**src/rtl/mem_access_unit_pkg.sv**
```systemverilog
// rtl/mem_access_unit_pkg.sv - size codes, FSM states and alignment predicate for the load/store unit
package mem_access_unit_pkg;

  localparam logic [1:0] SZ_BYTE = 2'b00;
  localparam logic [1:0] SZ_HALF = 2'b01;
  localparam logic [1:0] SZ_WORD = 2'b10;

  typedef enum logic [1:0] {
    IDLE   = 2'b00,
    ACCESS = 2'b01,
    WRITE  = 2'b10,
    RESP   = 2'b11
  } state_e;

  // Reserved size code is folded in so one predicate covers every error case.
  function automatic logic is_misaligned(input logic [1:0] size, input logic [1:0] addr_lo);
    logic bad;
    bad = 1'b0;
    case (size)
      SZ_BYTE: bad = 1'b0;
      SZ_HALF: bad = addr_lo[0];
      SZ_WORD: bad = (addr_lo != 2'b00);
      default: bad = 1'b1;
    endcase
    return bad;
  endfunction

endpackage

```
**src/rtl/mem_access_unit_if.sv**
```systemverilog
// rtl/mem_access_unit_if.sv - core request/response and data-memory bus bundle
interface mem_access_unit_if #(
  parameter int ADDR_W = 32,
  parameter int DATA_W = 32
);

  logic              req_valid;
  logic              req_ready;
  logic              req_write;
  logic [1:0]        req_size;
  logic              req_signed;
  logic [ADDR_W-1:0] req_addr;
  logic [DATA_W-1:0] req_wdata;
  logic              resp_valid;
  logic              resp_ready;
  logic [DATA_W-1:0] resp_rdata;
  logic              resp_err;
  logic [ADDR_W-1:0] mem_addr;
  logic [DATA_W-1:0] mem_wdata;
  logic              mem_write;
  logic [DATA_W-1:0] mem_rdata;

  modport slave (
    input  req_valid, req_write, req_size, req_signed, req_addr, req_wdata,
    input  resp_ready, mem_rdata,
    output req_ready, resp_valid, resp_rdata, resp_err,
    output mem_addr, mem_wdata, mem_write
  );

  modport master (
    output req_valid, req_write, req_size, req_signed, req_addr, req_wdata,
    output resp_ready, mem_rdata,
    input  req_ready, resp_valid, resp_rdata, resp_err,
    input  mem_addr, mem_wdata, mem_write
  );

endinterface

```
**src/rtl/mem_access_unit_byte_lane_align.sv**
```systemverilog
// rtl/mem_access_unit_byte_lane_align.sv - little-endian lane extraction/extension and sub-word store merge
module byte_lane_align
  import mem_access_unit_pkg::*;
(
  input  logic [31:0] word_i,
  input  logic [1:0]  addr_lo,
  input  logic [1:0]  size,
  input  logic        sign_ext,
  input  logic [15:0] wdata,
  output logic [31:0] load_data,
  output logic [31:0] store_word
);

  logic [7:0]  byte_v;
  logic [15:0] half_v;

  always_comb begin
    byte_v     = word_i[{addr_lo, 3'b000} +: 8];
    half_v     = addr_lo[1] ? word_i[31:16] : word_i[15:0];
    load_data  = word_i;
    store_word = word_i;
    case (size)
      SZ_BYTE: begin
        load_data = {{24{sign_ext & byte_v[7]}}, byte_v};
        store_word[{addr_lo, 3'b000} +: 8] = wdata[7:0];
      end
      SZ_HALF: begin
        load_data = {{16{sign_ext & half_v[15]}}, half_v};
        if (addr_lo[1]) store_word[31:16] = wdata;
        else            store_word[15:0]  = wdata;
      end
      default: begin
        load_data  = word_i;
        store_word = word_i;
      end
    endcase
  end

endmodule

```
**src/rtl/mem_access_unit.sv**
```systemverilog
// rtl/mem_access_unit.sv - load/store unit driving a word-only data memory with sub-word read-modify-write
module mem_access_unit
  import mem_access_unit_pkg::*;
#(
  parameter int ADDR_W = 32,
  parameter int DATA_W = 32
) (
  input  logic clock,
  input  logic reset_n,
  mem_access_unit_if.slave bus
);

  state_e            state_q, state_d;
  logic              write_q, write_d;
  logic [1:0]        size_q, size_d;
  logic              signed_q, signed_d;
  logic [ADDR_W-1:0] addr_q, addr_d;
  logic [DATA_W-1:0] wdata_q, wdata_d;
  logic [DATA_W-1:0] rdata_q, rdata_d;
  logic [DATA_W-1:0] merge_q, merge_d;
  logic              err_q, err_d;
  logic [DATA_W-1:0] load_data;
  logic [DATA_W-1:0] store_word;
  logic              word_store;

  byte_lane_align u_align (
    .word_i     (bus.mem_rdata),
    .addr_lo    (addr_q[1:0]),
    .size       (size_q),
    .sign_ext   (signed_q),
    .wdata      (wdata_q[15:0]),
    .load_data  (load_data),
    .store_word (store_word)
  );

  assign word_store = write_q && (size_q == SZ_WORD);

  always_comb begin
    state_d  = state_q;
    write_d  = write_q;
    size_d   = size_q;
    signed_d = signed_q;
    addr_d   = addr_q;
    wdata_d  = wdata_q;
    rdata_d  = rdata_q;
    merge_d  = merge_q;
    err_d    = err_q;
    case (state_q)
      IDLE: begin
        if (bus.req_valid) begin
          write_d  = bus.req_write;
          size_d   = bus.req_size;
          signed_d = bus.req_signed;
          addr_d   = bus.req_addr;
          wdata_d  = bus.req_wdata;
          rdata_d  = '0;
          err_d    = is_misaligned(bus.req_size, bus.req_addr[1:0]);
          state_d  = err_d ? RESP : ACCESS;
        end
      end
      ACCESS: begin
        if (!write_q) begin
          rdata_d = load_data;
          state_d = RESP;
        end else if (word_store) begin
          state_d = RESP;
        end else begin
          merge_d = store_word;
          state_d = WRITE;
        end
      end
      WRITE:   state_d = RESP;
      default: if (bus.resp_ready) state_d = IDLE;
    endcase
  end

  always_ff @(posedge clock or negedge reset_n) begin
    if (!reset_n) begin
      state_q  <= IDLE;
      write_q  <= 1'b0;
      size_q   <= 2'b00;
      signed_q <= 1'b0;
      addr_q   <= '0;
      wdata_q  <= '0;
      rdata_q  <= '0;
      merge_q  <= '0;
      err_q    <= 1'b0;
    end else begin
      state_q  <= state_d;
      write_q  <= write_d;
      size_q   <= size_d;
      signed_q <= signed_d;
      addr_q   <= addr_d;
      wdata_q  <= wdata_d;
      rdata_q  <= rdata_d;
      merge_q  <= merge_d;
      err_q    <= err_d;
    end
  end

  // Sub-word ACCESS shows the merged word early so mem_wdata holds steady into WRITE.
  always_comb begin
    bus.mem_wdata = '0;
    if (state_q == ACCESS && write_q) bus.mem_wdata = word_store ? wdata_q : store_word;
    else if (state_q == WRITE)        bus.mem_wdata = merge_q;
  end

  assign bus.mem_write  = (state_q == ACCESS && word_store) || (state_q == WRITE);
  assign bus.mem_addr   = addr_q;
  assign bus.req_ready  = (state_q == IDLE);
  assign bus.resp_valid = (state_q == RESP);
  assign bus.resp_rdata = rdata_q;
  assign bus.resp_err   = err_q;

endmodule

```
**src/flat_wrapper.sv**
```systemverilog
// flat-port wrapper written by rule: the top's interface ports become plain ports
module mem_access_unit_flat import mem_access_unit_pkg::*;
#(
  parameter int ADDR_W = 32,
  parameter int DATA_W = 32
)
  (clock, reset_n, bus_req_valid, bus_req_write, bus_req_size, bus_req_signed, bus_req_addr, bus_req_wdata, bus_resp_ready, bus_mem_rdata, bus_req_ready, bus_resp_valid, bus_resp_rdata, bus_resp_err, bus_mem_addr, bus_mem_wdata, bus_mem_write);
  mem_access_unit_if #(.ADDR_W(ADDR_W), .DATA_W(DATA_W)) bus_i ();
  input  logic clock;
  input  logic reset_n;
  input wire logic [$bits(bus_i.req_valid)-1:0] bus_req_valid;
  input wire logic [$bits(bus_i.req_write)-1:0] bus_req_write;
  input wire logic [$bits(bus_i.req_size)-1:0] bus_req_size;
  input wire logic [$bits(bus_i.req_signed)-1:0] bus_req_signed;
  input wire logic [$bits(bus_i.req_addr)-1:0] bus_req_addr;
  input wire logic [$bits(bus_i.req_wdata)-1:0] bus_req_wdata;
  input wire logic [$bits(bus_i.resp_ready)-1:0] bus_resp_ready;
  input wire logic [$bits(bus_i.mem_rdata)-1:0] bus_mem_rdata;
  output wire logic [$bits(bus_i.req_ready)-1:0] bus_req_ready;
  output wire logic [$bits(bus_i.resp_valid)-1:0] bus_resp_valid;
  output wire logic [$bits(bus_i.resp_rdata)-1:0] bus_resp_rdata;
  output wire logic [$bits(bus_i.resp_err)-1:0] bus_resp_err;
  output wire logic [$bits(bus_i.mem_addr)-1:0] bus_mem_addr;
  output wire logic [$bits(bus_i.mem_wdata)-1:0] bus_mem_wdata;
  output wire logic [$bits(bus_i.mem_write)-1:0] bus_mem_write;
  assign bus_i.req_valid = bus_req_valid;
  assign bus_i.req_write = bus_req_write;
  assign bus_i.req_size = bus_req_size;
  assign bus_i.req_signed = bus_req_signed;
  assign bus_i.req_addr = bus_req_addr;
  assign bus_i.req_wdata = bus_req_wdata;
  assign bus_i.resp_ready = bus_resp_ready;
  assign bus_i.mem_rdata = bus_mem_rdata;
  assign bus_req_ready = bus_i.req_ready;
  assign bus_resp_valid = bus_i.resp_valid;
  assign bus_resp_rdata = bus_i.resp_rdata;
  assign bus_resp_err = bus_i.resp_err;
  assign bus_mem_addr = bus_i.mem_addr;
  assign bus_mem_wdata = bus_i.mem_wdata;
  assign bus_mem_write = bus_i.mem_write;
  mem_access_unit #(.ADDR_W(ADDR_W), .DATA_W(DATA_W)) u_core (.clock(clock), .reset_n(reset_n), .bus(bus_i));
endmodule
```
**config.mk**
```make
export PLATFORM = sky130hd
export DESIGN_NAME = mem_access_unit_flat
export DESIGN_NICKNAME = d
export VERILOG_FILES = /design/src/rtl/mem_access_unit_pkg.sv /design/src/rtl/mem_access_unit_if.sv /design/src/rtl/mem_access_unit_byte_lane_align.sv /design/src/rtl/mem_access_unit.sv /design/src/flat_wrapper.sv
export SDC_FILE = /design/constraint.sdc
export NUM_CORES = 1
export LEC_CHECK = 0
export BUFFER_PORTS_ARGS = -buffer_cell sky130_fd_sc_hd__clkbuf_2
export CORE_MARGIN = 2
export CORE_UTILIZATION = 50
export DETAILED_ROUTE_END_ITERATION = 6
export PLACE_DENSITY = 0.76
export SLEW_MARGIN = 20
export SYNTH_ARGS = -nofsm -noshare
export SYNTH_HDL_FRONTEND = slang
export SYNTH_SLANG_ARGS = --single-unit
```
**constraint.sdc**
```tcl
create_clock -name clock -period 2.85 [get_ports clock]
set_input_delay 0.1425 -clock clock [delete_from_list [all_inputs] [get_ports clock]]
set_output_delay 0.1425 -clock clock [all_outputs]
set_load 0.03 [all_outputs]
```
==> impl_metrics.env, run 1 <==
export IMPL_worstHoldEndpoint="u_core.size_q[0]$_DFFE_PN0P_"
export IMPL_core_area_um2=14500
export IMPL_n_antenna_cell=0
export IMPL_status="completed"
export IMPL_insertion_delay_ns=0.43
export IMPL_report_final_hold_viol_count=0
export IMPL_finalCritPeriodShare=0.987
export IMPL_total_power_mw=12.9
export IMPL_syn_nets=860
export IMPL_critPathMaxFanout=11
export IMPL_yosysTopAreaCell="dfrtp_1"
export IMPL_arrival_ns=2.67
export IMPL_timing_hold_ws_ns=0.0192
export IMPL_slew_headroom=0.377
export IMPL_cts_buffers_inserted=17
export IMPL_portBuffers=203
export IMPL_rows=44
export IMPL_remaining_drc_errors=0
export IMPL_setup_violations=0
export IMPL_r2r_start="u_core.state_q[0]$_DFFE_PN0P_"
export IMPL_yosys_warnings=0
export IMPL_drive_gt1_frac=0.372
export IMPL_grtUsageMet1=0.424
export IMPL_root_buffer="clkbuf_16"
export IMPL_initial_core_util=0.513
export IMPL_synth_edf_count=0
export IMPL_layout_cells_non_filler=1205
export IMPL_die_area_um2=15900
export IMPL_boundaryPins=204
export IMPL_slowest_stage="or3b_4"
export IMPL_syn_area_um2=7450
export IMPL_die_h_um=126
export IMPL_p_per_area_nw_per_um2=1280
export IMPL_fmax_mhz=356
export IMPL_routedWlPerCell_um=19.8
export IMPL_antenna_found_initial=0
export IMPL_fin_nets=1121
export IMPL_netSwitchingFraction=0.482
export IMPL_drt_iter0_drc=618
export IMPL_clk_path_buf_depth=2
export IMPL_rsz0062_at_grt="yes"
export IMPL_wl_um=23900
export IMPL_met3_usage=0.0760
export IMPL_post_dp_hpwl_um=16400
export IMPL_drv_slew=0
export IMPL_synth_top_area_frac=0.453
export IMPL_track_usage=0.305
export IMPL_clockPowerShare=0.174
export IMPL_vias_per_cell=6.07
export IMPL_synthToLayoutAreaGrowth_pct=35.3
export IMPL_critical_path_startpoint_type="flip-flop"
export IMPL_yosysUniqueCellTypes=62
export IMPL_fin_skew_ns=0.00811
export IMPL_first_pass_iters=5
export IMPL_r2r_end="u_core.bus.resp_rdata[23]$_DFFE_PN0P_"
export IMPL_yosysSeqAreaShare=0.453
export IMPL_regToRegSetupSlack_ns=0.31
export IMPL_grt_pass1_vias=7217
export IMPL_ys_top_cells_by_area="dfrtp_1 (45%), mux2_2 (11%), o21ai_0 (4.7%), nand2_1 (4.2%), a221o_1 (3.2%)"
export IMPL_crit_chain="inv_2, ha_2, or3b_4, o32ai_1, nor3_1, o21ai_2, clkbuf_2"
export IMPL_period_minus_slack_ns=2.81
export IMPL_grt_pass1_wl_um=38600
export IMPL_critPathCaptureType="primary output"
export IMPL_irDropWorstVdd_mv=0.930
export IMPL_avgSynthCellArea_um2=9.97
export IMPL_hp_class="in -> reg"
export IMPL_worstMarginPinSlew_ns=0.934
export IMPL_p_int_mw=6.67
export IMPL_final_common_cell="clkbuf_2"
export IMPL_final_cell_area_um2=10100
export IMPL_final_cell_mix="clkbuf_2 (201), dfrtp_1 (131), nand2_1 (81)"
export IMPL_place_area_um2=8760
export IMPL_cts_htree_levels=4
export IMPL_ys_ff_latch=135
export IMPL_grt_ovfl_total=0
export IMPL_cts_sinks=135
export IMPL_worstPathRequired_ns=2.71
export IMPL_seq_power_share=0.281
export IMPL_ant_nets=0
export IMPL_syn_inst=747
export IMPL_worstHoldPathCells=2
export IMPL_vias=7314
export IMPL_yosys_most_used_dff="dfrtp_1"
export IMPL_grt_busiest_layer="met2"
export IMPL_fillers=1095
export IMPL_worstSetupPathType="reg -> out"
export IMPL_final_util=0.694
export IMPL_gp_congestion=0.964
export IMPL_p_leak_nw=4.71
export IMPL_grt_max_degree=77
export IMPL_path_clk_slew_ns=0.06
export IMPL_r2r_cells=6
export IMPL_cts_tree="done"
export IMPL_comb_power_share=0.545
export IMPL_slowest_delay_ns=0.47
export IMPL_grtUsageMet2=0.463
export IMPL_fp_dieW_um=126
export IMPL_hp_start="bus_req_size[0]"
export IMPL_p_sw_mw=6.20
export IMPL_synth_async_sr_flop_share=1.00
export IMPL_drv_cap=0
export IMPL_dp_cells=1104
critical path, delay by kind of cell, from the launching register on:
| family | cells | cell delay, ns |
|---|---|---|
| adder cells (fa/ha/maj) | 1 | 0.43 |
| flip-flops | 1 | 0.39 |
| buffers and inverters | 2 | 0.33 |
| AND/OR/NAND/NOR | 2 | 0.58 |
| AO/OA/AOI/OAI | 2 | 0.51 |
power groups by stage:
stage | clock (mW) | combinational, mW | sequential (mW)
after floorplan | 0 | 4.33 | 4.02
after global placement | 0 | 6.66 | 3.55
after detailed placement | 0 | 6.77 | 3.58
after CTS | 2.25 | 6.87 | 3.56
after global routing | 2.36 | 7.52 | 3.71
final | 2.24 | 7.01 | 3.61
logic make-up after synthesis:
family          synth area share
compound gates             0.231
fa+ha+maj                 0.0151
buf+inv                   0.0490
flops                      0.453
mux                        0.125
simple gates               0.126
cells in the mapped netlist (all sizes together) (3+ instances only):
library cell	n
or3b	6
a22o	9
o31ai	3
nor2	37
a32oi	5
o221ai	4
a221oi	13
and3b	3
o22a	5
a21oi	28
nor2b	10
o2111ai	3
a211oi	8
nand4	7
o21ai	80
o32ai	4
nand2b	7
mux2	73
nor3	17
ha	9
mux2i	11
a21o	7
inv	25
o22ai	3
a221o	24
a222oi	6
o211ai	15
o211a	3
dfrtp	135
clkbuf	28
a2bb2oi	3
nor4bb	3
buf	31
nand3	10
o21a	3
o311ai	6
nand2	83
sequential cells by signal, summed over array words and instances (netlist names):
register,flops
u_core.signed_q,1
u_core.wdata_q,32
u_core.size_q,2
u_core.merge_q,32
u_core.bus.resp_err,1
u_core.bus.mem_addr,32
u_core.state_q,2
u_core.write_q,1
u_core.bus.resp_rdata,32
final cells by class:
type                    instances  area, um^2  area share
flip-flops and latches        135        3380       0.336
well taps                     184         230      0.0228
clock buffers                  17         425      0.0422
multi-input cells             528        3810       0.378
inverters                      25        93.8     0.00931
clock inverters                15         166      0.0165
repair buffers                301        1970       0.195
how the worst max path moves through the flow:
stage                                            start                                    end  slack (ns)  cells after the start
floorplan           u_core.bus.mem_addr[0]$_DFFE_PN0P_                       bus_mem_wdata[0]       -0.04                      8
global placement          u_core.size_q[1]$_DFFE_PN0P_  u_core.bus.resp_rdata[23]$_DFFE_PN0P_        0.47                      4
detailed placement       u_core.state_q[0]$_DFFE_PN0P_  u_core.bus.resp_rdata[23]$_DFFE_PN0P_        0.34                      6
CTS                 u_core.bus.mem_addr[1]$_DFFE_PN0P_                      bus_mem_wdata[18]       0.001                      8
global route        u_core.bus.mem_addr[1]$_DFFE_PN0P_                      bus_mem_wdata[11]       -0.06                      7
finish              u_core.bus.mem_addr[1]$_DFFE_PN0P_                      bus_mem_wdata[10]        0.04                      7
through the flow:
stage / TNS, ns / setup WS [ns]
after floorplan: -0.231 / -0.0385
after global placement: 0 / 0.474
after detailed placement: 0 / 0.339
after CTS: 0 / 0.00125
after global routing: -0.223 / -0.0593
final: 0 / 0.0382
metal layers:
layer | wire length, um | vias to the layer above
li1 | - | 3311
met1 | 10100 | 3504
met2 | 10800 | 442
met3 | 2370 | 57
met4 | 632 | 0
met5 | 0 | -
what timing repair did:
action                                 4_1_cts  5_1_grt
pin swaps                                    0        1
setup endpoints to repair                    4       27
endpoints found under the hold margin      140        0
gates resized for setup                      3       10
buffers inserted                             0        2
hold buffers                                67        0
Power figures use the tool's default switching activity.
==> inputs of run 2 (changes only) <==
CORE_UTILIZATION = 48   (was 50)
clock period = 2.48 ns   (was 2.85 ns; I/O delays follow)
==> run 2 against run 1 <==
The flow now finishes with violations (negative setup slack). Register-to-register slack got worse by 0.02 ns. Sequential share of layout area decreased by 2.3 points. Clock skew increased by 0.0063 ns. Count of clock-buffer cells in the layout increased by 3. Combinational power increased by 37%. Die area increased by 4.0%. Final area increased by 7.4%. Final cell count increased by 2.7%. Via count increased by 4.2%. Non-clock buffer count increased by 30. Routed wire length increased by 10%. Hold slack improved by 0.0044 ns.
==> impl_metrics.env, run 2 (synthesized netlist as in run 1, its figures left out) <==
export IMPL_status="complete, but fails checks"
export IMPL_violations="negative setup slack"
export IMPL_core_area_um2=15200
export IMPL_netSwitchingFraction=0.465
export IMPL_dp_slack_ns=0.223
export IMPL_critPathCaptureType="primary output"
export IMPL_cts_sinks=135
export IMPL_drive_gt1_frac=0.423
export IMPL_gp_congestion=0.953
export IMPL_post_dp_hpwl_um=17100
export IMPL_path_clk_slew_ns=0.06
export IMPL_worstPathRequired_ns=2.36
export IMPL_worstSetupPathType="reg -> out"
export IMPL_root_buffer="clkbuf_16"
export IMPL_drv_cap=0
export IMPL_layout_cells_non_filler=1238
export IMPL_first_pass_iters=6
export IMPL_clk_path_buf_depth=2
export IMPL_die_area_um2=16500
export IMPL_total_power_mw=16.4
export IMPL_insertion_delay_ns=0.43
export IMPL_antenna_found_initial=0
export IMPL_arrival_ns=2.47
export IMPL_die_h_um=129
export IMPL_cts_buffers_inserted=17
export IMPL_clockPowerShare=0.166
export IMPL_final_common_cell="clkbuf_2"
export IMPL_drv_slew=0
export IMPL_slew_headroom=0.394
export IMPL_r2r_cells=6
export IMPL_grt_ovfl_total=0
export IMPL_fmax_mhz=386
export IMPL_vias_per_cell=6.15
export IMPL_comb_power_share=0.586
export IMPL_track_usage=0.312
export IMPL_period_minus_slack_ns=2.59
export IMPL_fp_dieW_um=129
export IMPL_seq_power_share=0.247
export IMPL_grt_max_degree=66
export IMPL_hp_class="in -> reg"
export IMPL_timing_hold_ws_ns=0.0235
export IMPL_grt_pass1_wl_um=39700
export IMPL_boundaryPins=204
export IMPL_drt_iter0_drc=905
export IMPL_p_sw_mw=7.61
export IMPL_rsz0062_at_grt="yes"
export IMPL_remaining_drc_errors=0
export IMPL_p_leak_nw=4.99
export IMPL_irDropWorstVdd_mv=0.777
export IMPL_fin_skew_ns=0.0145
export IMPL_wl_um=26300
export IMPL_portBuffers=203
export IMPL_worstMarginPinSlew_ns=0.909
export IMPL_synthToLayoutAreaGrowth_pct=45.4
export IMPL_fin_nets=1151
export IMPL_setup_violations=17
export IMPL_critical_path_startpoint_type="flip-flop"
export IMPL_report_final_hold_viol_count=0
export IMPL_dp_cells=1118
export IMPL_critPathMaxFanout=6
export IMPL_n_antenna_cell=0
export IMPL_rows=45
export IMPL_p_per_area_nw_per_um2=1510
export IMPL_ant_nets=0
export IMPL_initial_core_util=0.490
export IMPL_finalCritPeriodShare=1.05
export IMPL_p_int_mw=8.77
export IMPL_grt_pass1_vias=7174
export IMPL_routedWlPerCell_um=21.3
export IMPL_vias=7618
export IMPL_fin_ws_ns=-0.113
export IMPL_final_cell_mix="clkbuf_2 (171), dfrtp_1 (131), nand2_1 (81)"
export IMPL_cts_htree_levels=4
export IMPL_cts_tree="done"
export IMPL_worstHoldPathCells=3
==> run 2: cell count changes in the layout (fill, tap and decap cells not counted), moves of 5 or more <==
cell and change:
ha_1 -5, clkbuf_2 -30, buf_6 +15, nor3_1 -6
buf_4 +36, clkbuf_8 +6
==> run 2: critical path, stage by stage (launching register included) <==
cell      delay [ns]
dfrtp_2         0.42
inv_4           0.07
ha_4            0.31
or3b_4          0.48
o32ai_4         0.31
nor3_2          0.07
o21ai_2         0.18
clkbuf_8        0.18
==> run 2: power by group through the flow <==
stage / sequential [mW] / combinational (mW) / clock, mW
6_report: 4.05 / 9.61 / 2.72
5_1_grt: 4.14 / 10.2 / 2.86
4_1_cts: 3.96 / 8.54 / 2.74
3_5_place_dp: 3.98 / 8.13 / 0
3_3_place_gp: 3.94 / 8.03 / 0
2_1_floorplan: 4.63 / 5.04 / 0
==> run 2: path summary, 6_finish.rpt <==
kind,end,slack (ns),startpoint
max reg2reg,u_core.bus.resp_rdata[24]$_DFFE_PN0P_,0.29,u_core.state_q[0]$_DFFE_PN0P_
min in group asynchronous,u_core.bus.mem_addr[3]$_DFFE_PN0P_,0.25,reset_n
min,u_core.bus.resp_rdata[2]$_DFFE_PN0P_,0.02,bus_mem_rdata[2]
max,bus_mem_wdata[11],-0.11,u_core.bus.mem_addr[0]$_DFFE_PN0P_
max in group asynchronous,u_core.merge_q[3]$_DFFE_PN0P_,1.41,reset_n
min reg2reg,u_core.bus.resp_err$_DFFE_PN0P_,0.48,u_core.bus.resp_err$_DFFE_PN0P_
==> run 2: final cells by class <==
class | count | area, um^2
Tap cell | 188 | 235
Fill cell | 1060 | 4370
Multi-Input combinational cell | 528 | 4100
Inverter | 25 | 98.8
Clock inverter | 11 | 171
Clock buffer | 20 | 457
Sequential cell | 135 | 3380
Timing Repair Buffer | 331 | 2380
==> run 2: repair_timing <==
item / 4_1_cts / 5_1_grt
gates cloned: 0 / 1
hold buffers: 69 / 0
buffers inserted: 4 / 15
endpoints found under the setup margin: 30 / 32
gates resized for setup: 43 / 113
endpoints found under the hold margin: 128 / 0
pin swaps: 6 / 40
==> run 2: metrics by stage <==
step	util	TNS, ns	area, um^2
5_1_grt	0.713	-2.55	10800
3_3_place_gp	0.582	0	8850
4_1_cts	0.682	-0.826	10400
6_report	0.713	-0.915	10800
2_1_floorplan	-	0	7560
3_5_place_dp	0.582	0	8850
==> run 2: metal layers <==
metal,vias to the layer above,part of all wire,global-route usage
met5,-,0,0
met4,0,0.033,0.114
met3,75,0.094,0.0736
met2,475,0.47,0.489
met1,3682,0.40,0.426
li1,3386,-,-
